<file path="config.mk">
export PLATFORM = sky130hd
export DESIGN_NAME = bsr_meta_walker
export DESIGN_NICKNAME = d
export VERILOG_FILES = /design/src/rtl/bsr_pkg.sv /design/src/rtl/bsr_meta_walker.sv
export SDC_FILE = /design/constraint.sdc
export NUM_CORES = 1
export LEC_CHECK = 0
export ABC_AREA = 1
export BUFFER_PORTS_ARGS = -buffer_cell sky130_fd_sc_hd__buf_2
export CORE_ASPECT_RATIO = 0.5
export CORE_UTILIZATION = 34
export DETAILED_ROUTE_END_ITERATION = 7
export PLACE_DENSITY_LB_ADDON = 0.2
export SYNTH_ARGS = -nofsm -noshare
export SYNTH_HDL_FRONTEND = slang
export SYNTH_SLANG_ARGS = --single-unit
</file>
<file path="constraint.sdc">
create_clock -name clk -period 12 [get_ports clk]
set_input_delay 1.8 -clock clk [delete_from_list [all_inputs] [get_ports clk]]
set_output_delay 1.8 -clock clk [all_outputs]
set_load 0.01 [all_outputs]
</file>
<file path="src/rtl/bsr_pkg.sv">
// ---------------------------------------------------------------------------
// bsr_pkg
// Shared types and constants for the BSR sparse-matrix front end.
//   walker_state_e : state encoding of the metadata walker FSM
//   BSR_WORD_BYTES : byte stride of one row_ptr / col_idx entry
//   blk_desc_t     : block descriptor {row, col, idx, last}; also consumed by
//                    the PE tile scheduler
//   bsr_word_addr  : base + index * BSR_WORD_BYTES, 32-bit modulo wrap
// ---------------------------------------------------------------------------
package bsr_pkg;

  localparam int BSR_WORD_BYTES = 4;
  localparam int BSR_IDX_W      = 16;
  localparam int BSR_COL_W      = 16;

  typedef enum logic [2:0] {
    ST_IDLE     = 3'd0,
    ST_RP_REQ   = 3'd1,
    ST_RP_WAIT  = 3'd2,
    ST_CI_REQ   = 3'd3,
    ST_CI_WAIT  = 3'd4,
    ST_EMIT     = 3'd5,
    ST_NEXT_ROW = 3'd6,
    ST_FIN      = 3'd7
  } walker_state_e;

  typedef struct packed {
    logic [BSR_IDX_W-1:0] row;
    logic [BSR_COL_W-1:0] col;
    logic [BSR_IDX_W-1:0] idx;
    logic                 last;
  } blk_desc_t;

  // Index is zero-extended by the caller; the product wraps modulo 2^32.
  function automatic logic [31:0] bsr_word_addr(input logic [31:0] base,
                                                input logic [31:0] index);
    return base + (index * 32'(BSR_WORD_BYTES));
  endfunction

endpackage

</file>
<file path="src/rtl/bsr_meta_walker.sv">
// ---------------------------------------------------------------------------
// bsr_meta_walker
// Walks the row_ptr / col_idx arrays of a BSR matrix through a single-
// outstanding metadata read port and emits one descriptor per nonzero block.
//
// Ports
//   clk, rst                 : clock, asynchronous active-high reset
//   start                    : one-cycle pulse, begins a walk (ignored if busy)
//   num_block_rows           : block-row count, sampled on start
//   row_ptr_base/col_idx_base: byte bases of the arrays, sampled on start
//   req_valid/req_addr/req_ready     : metadata read request
//   meta_valid/meta_rdata/meta_ready : metadata read response
//   blk_valid/blk_row/blk_col/blk_idx/blk_last/blk_ready : descriptor out
//   busy, done, err          : walk in progress, end pulse, sticky bad-ptr flag
//   dbg_state                : current FSM state for observation
//
// Handshakes: every channel transfers on a cycle where valid & ready are both
// high at the rising clock edge. Once valid is raised it stays high with its
// payload (req_addr, blk_*) unchanged until that transfer happens.
// ---------------------------------------------------------------------------
module bsr_meta_walker
  import bsr_pkg::*;
#(
  parameter int DATA_WIDTH = 32,
  parameter int IDX_W      = 16,
  parameter int COL_W      = 16
) (
  input  logic                  clk,
  input  logic                  rst,
  input  logic                  start,
  input  logic [IDX_W-1:0]      num_block_rows,
  input  logic [31:0]           row_ptr_base,
  input  logic [31:0]           col_idx_base,
  output logic                  req_valid,
  output logic [31:0]           req_addr,
  input  logic                  req_ready,
  input  logic                  meta_valid,
  input  logic [DATA_WIDTH-1:0] meta_rdata,
  output logic                  meta_ready,
  output logic                  blk_valid,
  output logic [IDX_W-1:0]      blk_row,
  output logic [COL_W-1:0]      blk_col,
  output logic [IDX_W-1:0]      blk_idx,
  output logic                  blk_last,
  input  logic                  blk_ready,
  output logic                  busy,
  output logic                  done,
  output logic                  err,
  output walker_state_e         dbg_state
);

  walker_state_e    state_q, state_d;
  logic [IDX_W-1:0] nrows_q, nrows_d;
  logic [31:0]      rp_base_q, rp_base_d;
  logic [31:0]      ci_base_q, ci_base_d;
  logic [IDX_W-1:0] r_q, r_d;
  logic [IDX_W-1:0] ptr_idx_q, ptr_idx_d;
  logic [IDX_W-1:0] cur_start_q, cur_start_d;
  logic [IDX_W-1:0] cur_end_q, cur_end_d;
  logic [IDX_W-1:0] k_q, k_d;
  logic [IDX_W-1:0] blk_row_q, blk_row_d;
  logic [COL_W-1:0] blk_col_q, blk_col_d;
  logic [IDX_W-1:0] blk_idx_q, blk_idx_d;
  logic             blk_last_q, blk_last_d;
  logic             err_q, err_d;

  // row_ptr values are counted in IDX_W bits; upper word bits are dropped.
  logic [IDX_W-1:0] rd_idx;
  logic [IDX_W-1:0] k_inc;
  logic [IDX_W-1:0] r_inc;
  logic             unused_rdata;

  assign rd_idx       = meta_rdata[IDX_W-1:0];
  assign k_inc        = k_q + IDX_W'(1);
  assign r_inc        = r_q + IDX_W'(1);
  assign unused_rdata = ^meta_rdata;

  always_comb begin
    state_d     = state_q;
    nrows_d     = nrows_q;
    rp_base_d   = rp_base_q;
    ci_base_d   = ci_base_q;
    r_d         = r_q;
    ptr_idx_d   = ptr_idx_q;
    cur_start_d = cur_start_q;
    cur_end_d   = cur_end_q;
    k_d         = k_q;
    blk_row_d   = blk_row_q;
    blk_col_d   = blk_col_q;
    blk_idx_d   = blk_idx_q;
    blk_last_d  = blk_last_q;
    err_d       = err_q;

    unique case (state_q)
      ST_IDLE: begin
        if (start) begin
          nrows_d   = num_block_rows;
          rp_base_d = row_ptr_base;
          ci_base_d = col_idx_base;
          err_d     = 1'b0;
          r_d       = '0;
          ptr_idx_d = '0;
          k_d       = '0;
          state_d   = (num_block_rows == '0) ? ST_FIN : ST_RP_REQ;
        end
      end
      ST_RP_REQ: begin
        if (req_ready) state_d = ST_RP_WAIT;
      end
      ST_RP_WAIT: begin
        if (meta_valid) begin
          if (ptr_idx_q == '0) begin
            // Only the very first row needs its start pointer fetched; later
            // rows inherit the previous row's end pointer.
            cur_start_d = rd_idx;
            ptr_idx_d   = IDX_W'(1);
            state_d     = ST_RP_REQ;
          end else begin
            cur_end_d = rd_idx;
            k_d       = cur_start_q;
            if (rd_idx < cur_start_q) err_d = 1'b1;
            // A decreasing pointer pair is handled as an empty row.
            state_d = (rd_idx <= cur_start_q) ? ST_NEXT_ROW : ST_CI_REQ;
          end
        end
      end
      ST_CI_REQ: begin
        if (req_ready) state_d = ST_CI_WAIT;
      end
      ST_CI_WAIT: begin
        if (meta_valid) begin
          blk_row_d  = r_q;
          blk_col_d  = meta_rdata[COL_W-1:0];
          blk_idx_d  = k_q;
          blk_last_d = (k_inc == cur_end_q);
          state_d    = ST_EMIT;
        end
      end
      ST_EMIT: begin
        if (blk_ready) begin
          k_d     = k_inc;
          state_d = (k_inc < cur_end_q) ? ST_CI_REQ : ST_NEXT_ROW;
        end
      end
      ST_NEXT_ROW: begin
        cur_start_d = cur_end_q;
        r_d         = r_inc;
        ptr_idx_d   = ptr_idx_q + IDX_W'(1);
        state_d     = (r_inc == nrows_q) ? ST_FIN : ST_RP_REQ;
      end
      ST_FIN: begin
        state_d = ST_IDLE;
      end
      default: state_d = ST_IDLE;
    endcase
  end

  always_ff @(posedge clk or posedge rst) begin
    if (rst) begin
      state_q     <= ST_IDLE;
      nrows_q     <= '0;
      rp_base_q   <= '0;
      ci_base_q   <= '0;
      r_q         <= '0;
      ptr_idx_q   <= '0;
      cur_start_q <= '0;
      cur_end_q   <= '0;
      k_q         <= '0;
      blk_row_q   <= '0;
      blk_col_q   <= '0;
      blk_idx_q   <= '0;
      blk_last_q  <= 1'b0;
      err_q       <= 1'b0;
    end else begin
      state_q     <= state_d;
      nrows_q     <= nrows_d;
      rp_base_q   <= rp_base_d;
      ci_base_q   <= ci_base_d;
      r_q         <= r_d;
      ptr_idx_q   <= ptr_idx_d;
      cur_start_q <= cur_start_d;
      cur_end_q   <= cur_end_d;
      k_q         <= k_d;
      blk_row_q   <= blk_row_d;
      blk_col_q   <= blk_col_d;
      blk_idx_q   <= blk_idx_d;
      blk_last_q  <= blk_last_d;
      err_q       <= err_d;
    end
  end

  // Address depends only on registered state, so it cannot move while a
  // request is waiting for req_ready.
  always_comb begin
    req_addr = '0;
    if (state_q == ST_RP_REQ) req_addr = bsr_word_addr(rp_base_q, 32'(ptr_idx_q));
    else if (state_q == ST_CI_REQ) req_addr = bsr_word_addr(ci_base_q, 32'(k_q));
  end

  assign req_valid  = (state_q == ST_RP_REQ) || (state_q == ST_CI_REQ);
  assign meta_ready = (state_q == ST_RP_WAIT) || (state_q == ST_CI_WAIT);
  assign blk_valid  = (state_q == ST_EMIT);
  assign blk_row    = blk_row_q;
  assign blk_col    = blk_col_q;
  assign blk_idx    = blk_idx_q;
  assign blk_last   = blk_last_q;
  assign busy       = (state_q != ST_IDLE) && (state_q != ST_FIN);
  assign done       = (state_q == ST_FIN);
  assign err        = err_q;
  assign dbg_state  = state_q;

endmodule
</file>
# Word level (Yosys, flattened, before mapping)
# Index checks and enable logic that the tools add are counted.
# W data, S select, Z words.
# totals
register_bits	213
latchBits	0
ram_bits	0
rom_bits	0
in_bits	118
out_inout_bits	90
mem_count	0
# op_classes
addsub	5
mul	0
div_mod_pow	0
n_lt_le_gt_ge	3
eq_ne	19
n_shift	0
muxes	31
n_bitwise	1
n_reduce_logical	21
# ops
op	count
$mux W16	8
$pmux W16 S3	2
$add A32 B18 Y32	2
$mux W32	2
$pmux W16 S2	2
$add A16 B1 Y16 const B	3
$mux W3	11
$eq A16 B16 Y1	2
$logic_not A16 Y1	2
$lt A16 B16 Y1	2
$pmux W3 S8	1
$le A16 B16 Y1	1
$ne A2 B2 Y1 const B	8
$eq A3 B3 Y1 const B	4
$reduce_and A5 Y1	2
$reduce_bool A3 Y1	3
$eq A3 B2 Y1 const B	2
$reduce_and A2 Y1	3
$reduce_and A3 Y1	2
$reduce_and A6 Y1	1
$reduce_bool A2 Y1	3
$mux W1	4
$reduce_and A4 Y1	1
$eq A3 B1 Y1 const B	1
7 further kinds	8

# Depth between registers and ports, before layout
# Gate-level depths: netlist of run 1.
# logic_depth
word_depth	5
mapped_depth	24
depth_no_buf	24

# Worst setup path after synthesis of run 1
# No wires, ideal clock.
# synth_timing
path_kind	reg2out
from	register ptr_idx_q[0]
to	output req_addr[30]
arrival_time_ns	2.194
setup_slack_ns	8.006
stages_incl_launch_ff	15
path_buffers	0
path_cell_list	dfrtp_1 ha_1 inv_1 fa_1 inv_1 nand3_1 nand2_1 a21boi_1 o21bai_2 nand2_1 nand2_1 nand2_1 o21ai_1 nand2_1 o21ai_1
# synth_via
elab_chain_cells	2
# synth_rtl
element	line	text
start, declared	bsr_meta_walker.sv:57	logic [IDX_W-1:0] ptr_idx_q, ptr_idx_d;
start signal, assigned	bsr_meta_walker.sv:180	ptr_idx_q <= ptr_idx_d;
$add A32 B18 Y32	bsr_pkg.sv:37	return base + (index * 32'(BSR_WORD_BYTES));
$mux W32	bsr_meta_walker.sv:196	if (state_q == ST_RP_REQ) req_addr = bsr_word_addr(rp_base_q, 32'(ptr_idx_q));
end, declared	bsr_meta_walker.sv:35	output logic [31:0] req_addr,
# No other way between the ends.

# Worst setup path after layout of run 1
# layout_timing
from	register k_q[0]
to	output req_addr[18]
# layout_via
elab_chain_cells	3
# layout_rtl
element	line	text
start, declared	bsr_meta_walker.sv:60	logic [IDX_W-1:0] k_q, k_d;
start signal, assigned	bsr_meta_walker.sv:183	k_q <= k_d;
$add A32 B18 Y32	bsr_pkg.sv:37	
$mux W32	bsr_meta_walker.sv:197	else if (state_q == ST_CI_REQ) req_addr = bsr_word_addr(ci_base_q, 32'(k_q));
$mux W32	bsr_meta_walker.sv:196	
# No other way between the ends.

==> metrics.md, run 1 <==
| Metric | Value |
|---|---|
| Status | `complete, no violations` |
| Chip width | `281 microns` |
| Count leader, synth | `nand2_1` |
| Worst Max-Slew Pin Slew | `0.975 ns` |
| Number of global-route vias before repair | `11600` |
| Synth top area cells | `dfrtp_1 40%, nand2_1 16%, ha_1 6.4%, o21ai_0 6.3%, inv_1 5.4%` |
| Layout cells sized above 1 | `0.148` |
| Cell count after synthesis | `1807` |
| Yosys Warn Count | `0` |
| Setup crit end kind | `output pin` |
| Largest net degree at the start of global routing | `97` |
| Ys flop type | `dfrtp_1` |
| Reg2Reg Depth | `24` |
| Initial DRC count | `966` |
| CTS resizes | `0` |
| Final hold vios | `0` |
| NumNets Final | `2171` |
| DRC violations left | `0` |
| GR Util met3 | `0.0252` |
| Register bit total from synthesis | `213` |
| Routed WL | `40.5 mm` |
| Gr busiest metal | `met2` |
| Core area | `37900 sq um` |
| MaxCap Viol Count | `0` |
| RSZ-0062 raised after global routing | `no` |
| Worst R2R Start | `k_q[1]$_DFFE_PP0P_` |
| Num CTS Buffers | `23` |
| Share of the synthesized area in the top cell type | `0.402` |
| Worst EP required | `10.20 ns` |
| Antenna violations before repair | `2` |
| All-Layer GR Usage | `0.203` |
| DR vias | `12300` |
| Global-route wire length before repair | `63.8 mm` |
| Worst hold stages | `2` |
| WS Path Type | `reg2out` |
| Mapped Area | `13300 sq um` |
| Post-DP HPWL | `30.5 mm` |
| Via density | `4.88` |
| Antenna viol nets, final | `0` |
| Clock buffer depth | `3` |
| Leak Pwr | `7.78 nW` |
| Finish-stage setup viols | `0` |
| Hold Crit Class | `reg2reg` |
| Die height | `142 microns` |
| Post-synthesis sequential area ratio | `0.402` |
| Clk_skew | `0.0130 ns` |
| IO Port Bufs | `191` |
| Synth unique cells | `53` |
| Hold Path Sink | `ci_base_q[0]$_DFFE_PP0P_` |
| Reg2reg end | `dbg_state[2]$_DFFE_PP0P_` |
| Max-slew violations | `0` |
| Starting Density | `0.350` |
| Area grow syn2layout | `17.0%` |
| Minimum clock period | `5.25 ns` |
| Origin of the worst min-delay path | `ci_base_q[0]$_DFFE_PP0P_` |
| DIE AREA | `39900 sq um` |
| Grt met2 use | `0.320` |
| Relative slew slack | `0.349` |
| Row Count | `50` |
| Type of origin of the critical path | `flop` |
| DR WL/cell | `16.1 microns` |
| Hold WS | `0.472 ns` |
| Synth top cells by count | `567 x nand2_1, 213 x dfrtp_1, 190 x inv_1` |
| Average size of a mapped cell | `7.35 sq um` |
| Clock tree sinks | `213` |
| Max IR drop VDD | `0.105 mV` |
| Yosys top cell by area | `dfrtp_1` |
| Total iterations of the first detailed-routing run | `6` |
| Final Cycle Share | `0.437` |
| # H-tree levels | `1` |
| Layout Utilization | `0.410` |
| FFs w/ async S/R, synth | `1.00` |
| Num ports | `208` |
| Worst Path Arrival | `3.45 ns` |
| Max Fclk | `191 MHz` |
| Clock Latency Late Sink | `0.54 ns` |
| Worst reg-to-reg setup slack | `8.75 ns` |
| Power density over the cells | `254 nW/um^2` |
| Critical Path Fanout Max | `7` |
| Postcts setup bufs | `0` |
| Gpl congestion | `0.901` |
| Root Driver | `clkbuf_16` |
| CP Launch Point | `k_q[0]$_DFFE_PP0P_` |
| Final setup TNS | `0 ns` |
| Remaining global-route overflow | `0` |
| Number of enable flip-flop cells after synthesis | `0` |
| Hold-fix buffers, CTS | `0` |
| TritonCTS clock tree | `done` |
| Clock transition at path regs | `0.07 ns` |
| Syn nets | `1995` |
| Met1 GRT Util | `0.295` |
## critical path, stage by stage, from the launching register on
cell      delay [ns]
dfrtp_1         0.52
ha_1            0.30
fa_1            0.48
nand3_1         0.12
nand2_1         0.09
a21boi_1        0.25
o21bai_2        0.13
nand3_1         0.08
nand2_1         0.18
o21ai_0         0.35
o21ai_0         0.21
buf_2           0.19
## how the worst max path moves through the flow
| stage | to | slack (ns) | cells after the start |
|---|---|---|---|
| floorplan | blk_col[0]$_DFFE_PP0P_ | 4.38 | 1 |
| global placement | req_addr[18] | 7.36 | 11 |
| detailed placement | req_addr[18] | 7.35 | 11 |
| CTS | req_addr[18] | 6.77 | 11 |
| global route | req_addr[18] | 6.53 | 11 |
| finish | req_addr[18] | 6.75 | 11 |
## placed cells by master, fill, tap and decap left out, drive strengths merged
| master | count |
|---|---|
| nand2 | 577 |
| dfrtp | 213 |
| inv | 202 |
| buf | 200 |
| o21ai | 186 |
| nor2 | 112 |
| nand3 | 99 |
| a21oi | 88 |
| ha | 68 |
| nand4 | 31 |
| nor3 | 28 |
| xor2 | 27 |
| clkbuf | 27 |
| nor4 | 23 |
| o22ai | 22 |
| o211ai | 17 |
| a22oi | 11 |
| clkinv | 11 |
| a31oi | 8 |
| or2 | 8 |
| a21boi | 6 |
| and2 | 4 |
| xnor2 | 4 |
| o21bai | 4 |
| a21o | 3 |
| a32o | 3 |
| bufinv | 3 |
| diode | 2 |
| o21a | 2 |
| nand3b | 2 |
| fa | 2 |
| clkinvlp | 2 |
| nor2b | 1 |
| o311ai | 1 |
| o2bb2ai | 1 |
| o31ai | 1 |
| a22o | 1 |
| xnor3 | 1 |
## logic make-up (layout without fill, tap and decap cells)
group / Yosys count / in the layout / synth area share
buf+inv: 253 / 445 / 0.0734
other cells: 0 / 2 / 0
flops: 213 / 213 / 0.402
simple gates: 885 / 885 / 0.288
xor+xnor: 32 / 32 / 0.0221
fa+ha+maj: 70 / 70 / 0.0671
compound gates: 354 / 354 / 0.148
## power breakdown
group,switching (mW),leakage (nW),total [mW],internal [mW]
clock,0.328,0.382,0.759,0.431
combinational,1.26,4.69,1.90,0.649
sequential,0.259,2.71,1.29,1.03
## final cells by class
cell class / instances / area [sq um]
Tap cell: 520 / 651
Clock inverter: 14 / 165
Inverter: 204 / 773
Timing Repair Buffer: 200 / 1020
Clock buffer: 27 / 611
Fill cell: 4086 / 22400
Antenna cell: 2 / 5.00
Multi-Input combinational cell: 1341 / 6970
Sequential cell: 213 / 5330
## metrics by stage
stage          setup WS, ns  total power, mW  cell area (sq um)  instances
2_1_floorplan          4.38             2.56              13300       1807
3_3_place_gp           7.36             3.18              14800       2478
3_5_place_dp           7.35             3.20              14800       2478
4_1_cts                6.77             3.97              15500       2519
5_1_grt                6.53             4.31              15500       2520
6_report               6.75             3.95              15500       2521
## state kept, by name (all words and copies together), names as in the netlist, 3 cells and up
| register | cells |
|---|---|
| k_q | 16 |
| dbg_state | 3 |
| rp_base_q | 32 |
| blk_idx | 16 |
| ptr_idx_q | 16 |
| r_q | 16 |
| nrows_q | 16 |
| blk_row | 16 |
| ci_base_q | 32 |
| cur_start_q | 16 |
| cur_end_q | 16 |
| blk_col | 16 |
## per-layer routing
metal  part of all wire  vias to the layer above
met1               0.50                     5740
met2               0.45                      185
li1                   -                     6337
met4              0.023                        0
met5                  0                        -
met3              0.034                       52
(Power assumes the default switching activity.)
==> run 2: changes to the inputs <==
ABC_AREA = 0   (was 1)
clock period = 4.4 ns   (was 12 ns; I/O delays follow)
==> run 2 against run 1 <==
Utilization is 0.69 points lower. Register-to-register slack worse by 7.9 ns. Via count is 12% lower. Sequential share of layout area is 1.0 points higher. Largest power group unchanged. Power grew to 2.6 times the previous value.
==> metrics.md, run 2 <==
| Metric | Value |
|---|---|
| Via density | `5.39` |
| Count leader, synth | `dfrtp_1` |
| Routed WL | `36.9 mm` |
| TritonCTS clock tree | `done` |
| Area grow syn2layout | `16.5%` |
| NumNets Final | `1688` |
| Final hold vios | `0` |
| Simple-gate share of the synthesized area | `0.155` |
| Clock transition at path regs | `0.06 ns` |
| Minimum clock period | `4.15 ns` |
| WS Path Type | `reg2out` |
| Mapped Area | `13000 sq um` |
| Yosys top cell by area | `dfrtp_1` |
| Largest net degree at the start of global routing | `128` |
| DR vias | `10800` |
| Max Fclk | `241 MHz` |
| CP delay by family, top | `simple AND/OR/NAND/NOR gates` |
| Ys flop type | `dfrtp_1` |
| Worst Path Arrival | `3.49 ns` |
| Initial DRC count | `883` |
| Slowest cell on the critical path | `dfrtp_1` |
| Global-route wire length before repair | `59.1 mm` |
| Worst Max-Slew Pin Slew | `1.19 ns` |
| Share of the synthesized area in the top cell type | `0.411` |
| Fill cell count | `3745` |
| Area post-placement | `14400 sq um` |
| Max IR drop VDD | `0.247 mV` |
| Syn nets | `1523` |
| Register bit total from synthesis | `213` |
| Die height | `140 microns` |
| Finish-stage setup viols | `0` |
| Critical Path Fanout Max | `8` |
| Yosys Warn Count | `0` |
| Clock buffer depth | `3` |
| Adder-cell share of the synthesized area | `0.0688` |
| Worst-path cell chain | `ha_1, fa_1, a211oi_1, o21ai_0, nand3_1, nand3_1, nand2_1, or4_1, o211ai_1, buf_2` |
| Max-slew violations | `0` |
| Root Driver | `clkbuf_16` |
| Type of origin of the critical path | `flop` |
| Average size of a mapped cell | `9.71 sq um` |
| Core area | `37500 sq um` |
| Chip width | `278 microns` |
| Final non-filler cell area | `15100 sq um` |
| Antenna violations before repair | `0` |
| IO Port Bufs | `191` |
| Synth top area cells | `dfrtp_1 41%, mux2_2 13%, ha_1 6.6%, xnor2_1 3.5%, o21ai_0 3.4%` |
| Mux cell area share after synthesis | `0.138` |
| Worst reg-to-reg setup slack | `0.87 ns` |
| Number of global-route vias before repair | `10700` |
| Num ports | `208` |
| Clock Latency Late Sink | `0.53 ns` |
| Sequential cell area | `5330 sq um` |
| Final Cycle Share | `0.943` |
| Row Count | `50` |
| # H-tree levels | `1` |
| RSZ-0062 raised after global routing | `no` |
| Setup crit end kind | `output pin` |
| Critical path's largest stage delay | `0.55 ns` |
| Synth top cells by count | `213 x dfrtp_1, 144 x mux2_2, 115 x nand2_1` |
| All-Layer GR Usage | `0.189` |
| Num CTS Buffers | `23` |
| Status | `complete, no violations` |
| DRC violations left | `0` |
| Diodes inserted | `0` |
| Antenna viol nets, final | `0` |
| Layout cells sized above 1 | `0.262` |
| DR WL/cell | `18.4 microns` |
| Worst EP required | `3.74 ns` |
| Post-synthesis sequential area ratio | `0.411` |
| Most frequent cells in the layout | `213 x dfrtp_1, 191 x buf_2, 144 x mux2_2` |
| Remaining global-route overflow | `0` |
| Number of enable flip-flop cells after synthesis | `0` |
| Starting Density | `0.346` |
| Synth Area in XOR/XNOR | `0.0541` |
| Area of the multi-input gates | `7170 sq um` |
| MaxCap Viol Count | `0` |
| CP bufs+invs | `1` |
| Commonest non-fill, non-tap cell in the layout | `dfrtp_1` |
| CTS resizes | `0` |
| Leak Pwr | `7.06 nW` |
| Total iterations of the first detailed-routing run | `5` |
| Largest family of logic cells by synthesized area | `simple AND/OR/NAND/NOR gates` |
| Power density over the cells | `683 nW/um^2` |
| FFs w/ async S/R, synth | `1.00` |
| Most common cell on crit path | `nand3_1` |
| Post-synthesis compound-gate area fraction | `0.138` |
| Final setup TNS | `0 ns` |
| Gpl congestion | `0.906` |
| Post-DP HPWL | `27.0 mm` |
| Largest regs | `ci_base_q: 32 flops, rp_base_q: 32 flops` |
| Relative slew slack | `0.205` |
| DIE AREA | `38900 sq um` |
| Clk_skew | `0.0133 ns` |
| Synth unique cells | `65` |
| Hold-fix buffers, CTS | `0` |
| Cell count after synthesis | `1335` |
| Clock tree sinks | `213` |
| Hold Crit Class | `in2async` |
| Postcts setup bufs | `0` |
-- run 2: cell count changes after synthesis, sizes merged, moves of 12 or more --
cell and delta:
a21o +15, a31oi +22, xnor2 +48, mux2 +144, buf +12, o21ai -97, mux2i +16, and3 +39
nand2 -462, a21oi -36, inv -150, nand3 -53
-- run 2: cell families after synthesis --
| family | Yosys count |
|---|---|
| mux | 160 |
| simple gates | 411 |
| flops | 213 |
| fa+ha+maj | 70 |
| compound gates | 285 |
| buf+inv | 116 |
| xor+xnor | 80 |
-- run 2: routing by layer --
| layer | share of wire | up-vias | GRT usage | wire length, microns |
|---|---|---|---|---|
| li1 | - | 5143 | - | - |
| met4 | 0.022 | 0 | 0.0445 | 816 |
| met1 | 0.46 | 5375 | 0.263 | 17100 |
| met3 | 0.038 | 50 | 0.0244 | 1410 |
| met2 | 0.48 | 255 | 0.313 | 17600 |
| met5 | 0 | - | 0 | 0 |
-- run 2: metrics by stage --
stage	hold WS [ns]	util	power, mW	cells	setup slack [ns]
after floorplan	0.478	-	6.83	1335	0.970
after global placement	0.486	0.384	8.31	1969	0.737
after detailed placement	0.489	0.384	8.45	1969	0.825
after CTS	0.188	0.403	10.4	2007	0.220
after global routing	0.231	0.403	11.1	2007	0.0320
final	0.201	0.403	10.3	2007	0.251
-- run 2: cell type report --
| type | count | share of cell area |
|---|---|---|
| Timing Repair Buffer | 203 | 0.0710 |
| Tap cell | 494 | 0.0410 |
| Clock buffer | 30 | 0.0412 |
| Sequential cell | 213 | 0.353 |
| Clock inverter | 8 | 0.00497 |
| Multi-Input combinational cell | 1006 | 0.475 |
| Inverter | 53 | 0.0134 |
-- run 2: path summary, 6_finish.rpt --
kind / end / startpoint / cells past startpoint
setup / recovery: req_addr[30] / k_q[0]$_DFFE_PP0P_ / 10
hold / removal: blk_row[10]$_DFFE_PP0P_ / rst / 2
setup reg to reg: dbg_state[2]$_DFFE_PP0P_ / k_q[0]$_DFFE_PP0P_ / 13
hold reg to reg: blk_row[6]$_DFFE_PP0P_ / blk_row[6]$_DFFE_PP0P_ / 1
max in group asynchronous: ci_base_q[24]$_DFFE_PP0P_ / rst / 3
min in group clk: rp_base_q[22]$_DFFE_PP0P_ / row_ptr_base[22] / 2
-- run 2: report_power, final --
group	leakage, nW	internal [mW]	total [mW]	switching (mW)
logic	4.04	2.13	4.74	2.61
clock network	0.342	1.05	1.89	0.842
registers	2.67	2.78	3.67	0.887
-- run 2: worst reg2reg max path: cells and delay by family (launching register included) --
family	cells	cell delay, ns
AND/OR/NAND/NOR	7	1.60
XOR/XNOR	1	0.18
flip-flops	1	0.55
adder cells (fa/ha/maj)	2	0.64
AO/OA/AOI/OAI	3	0.46
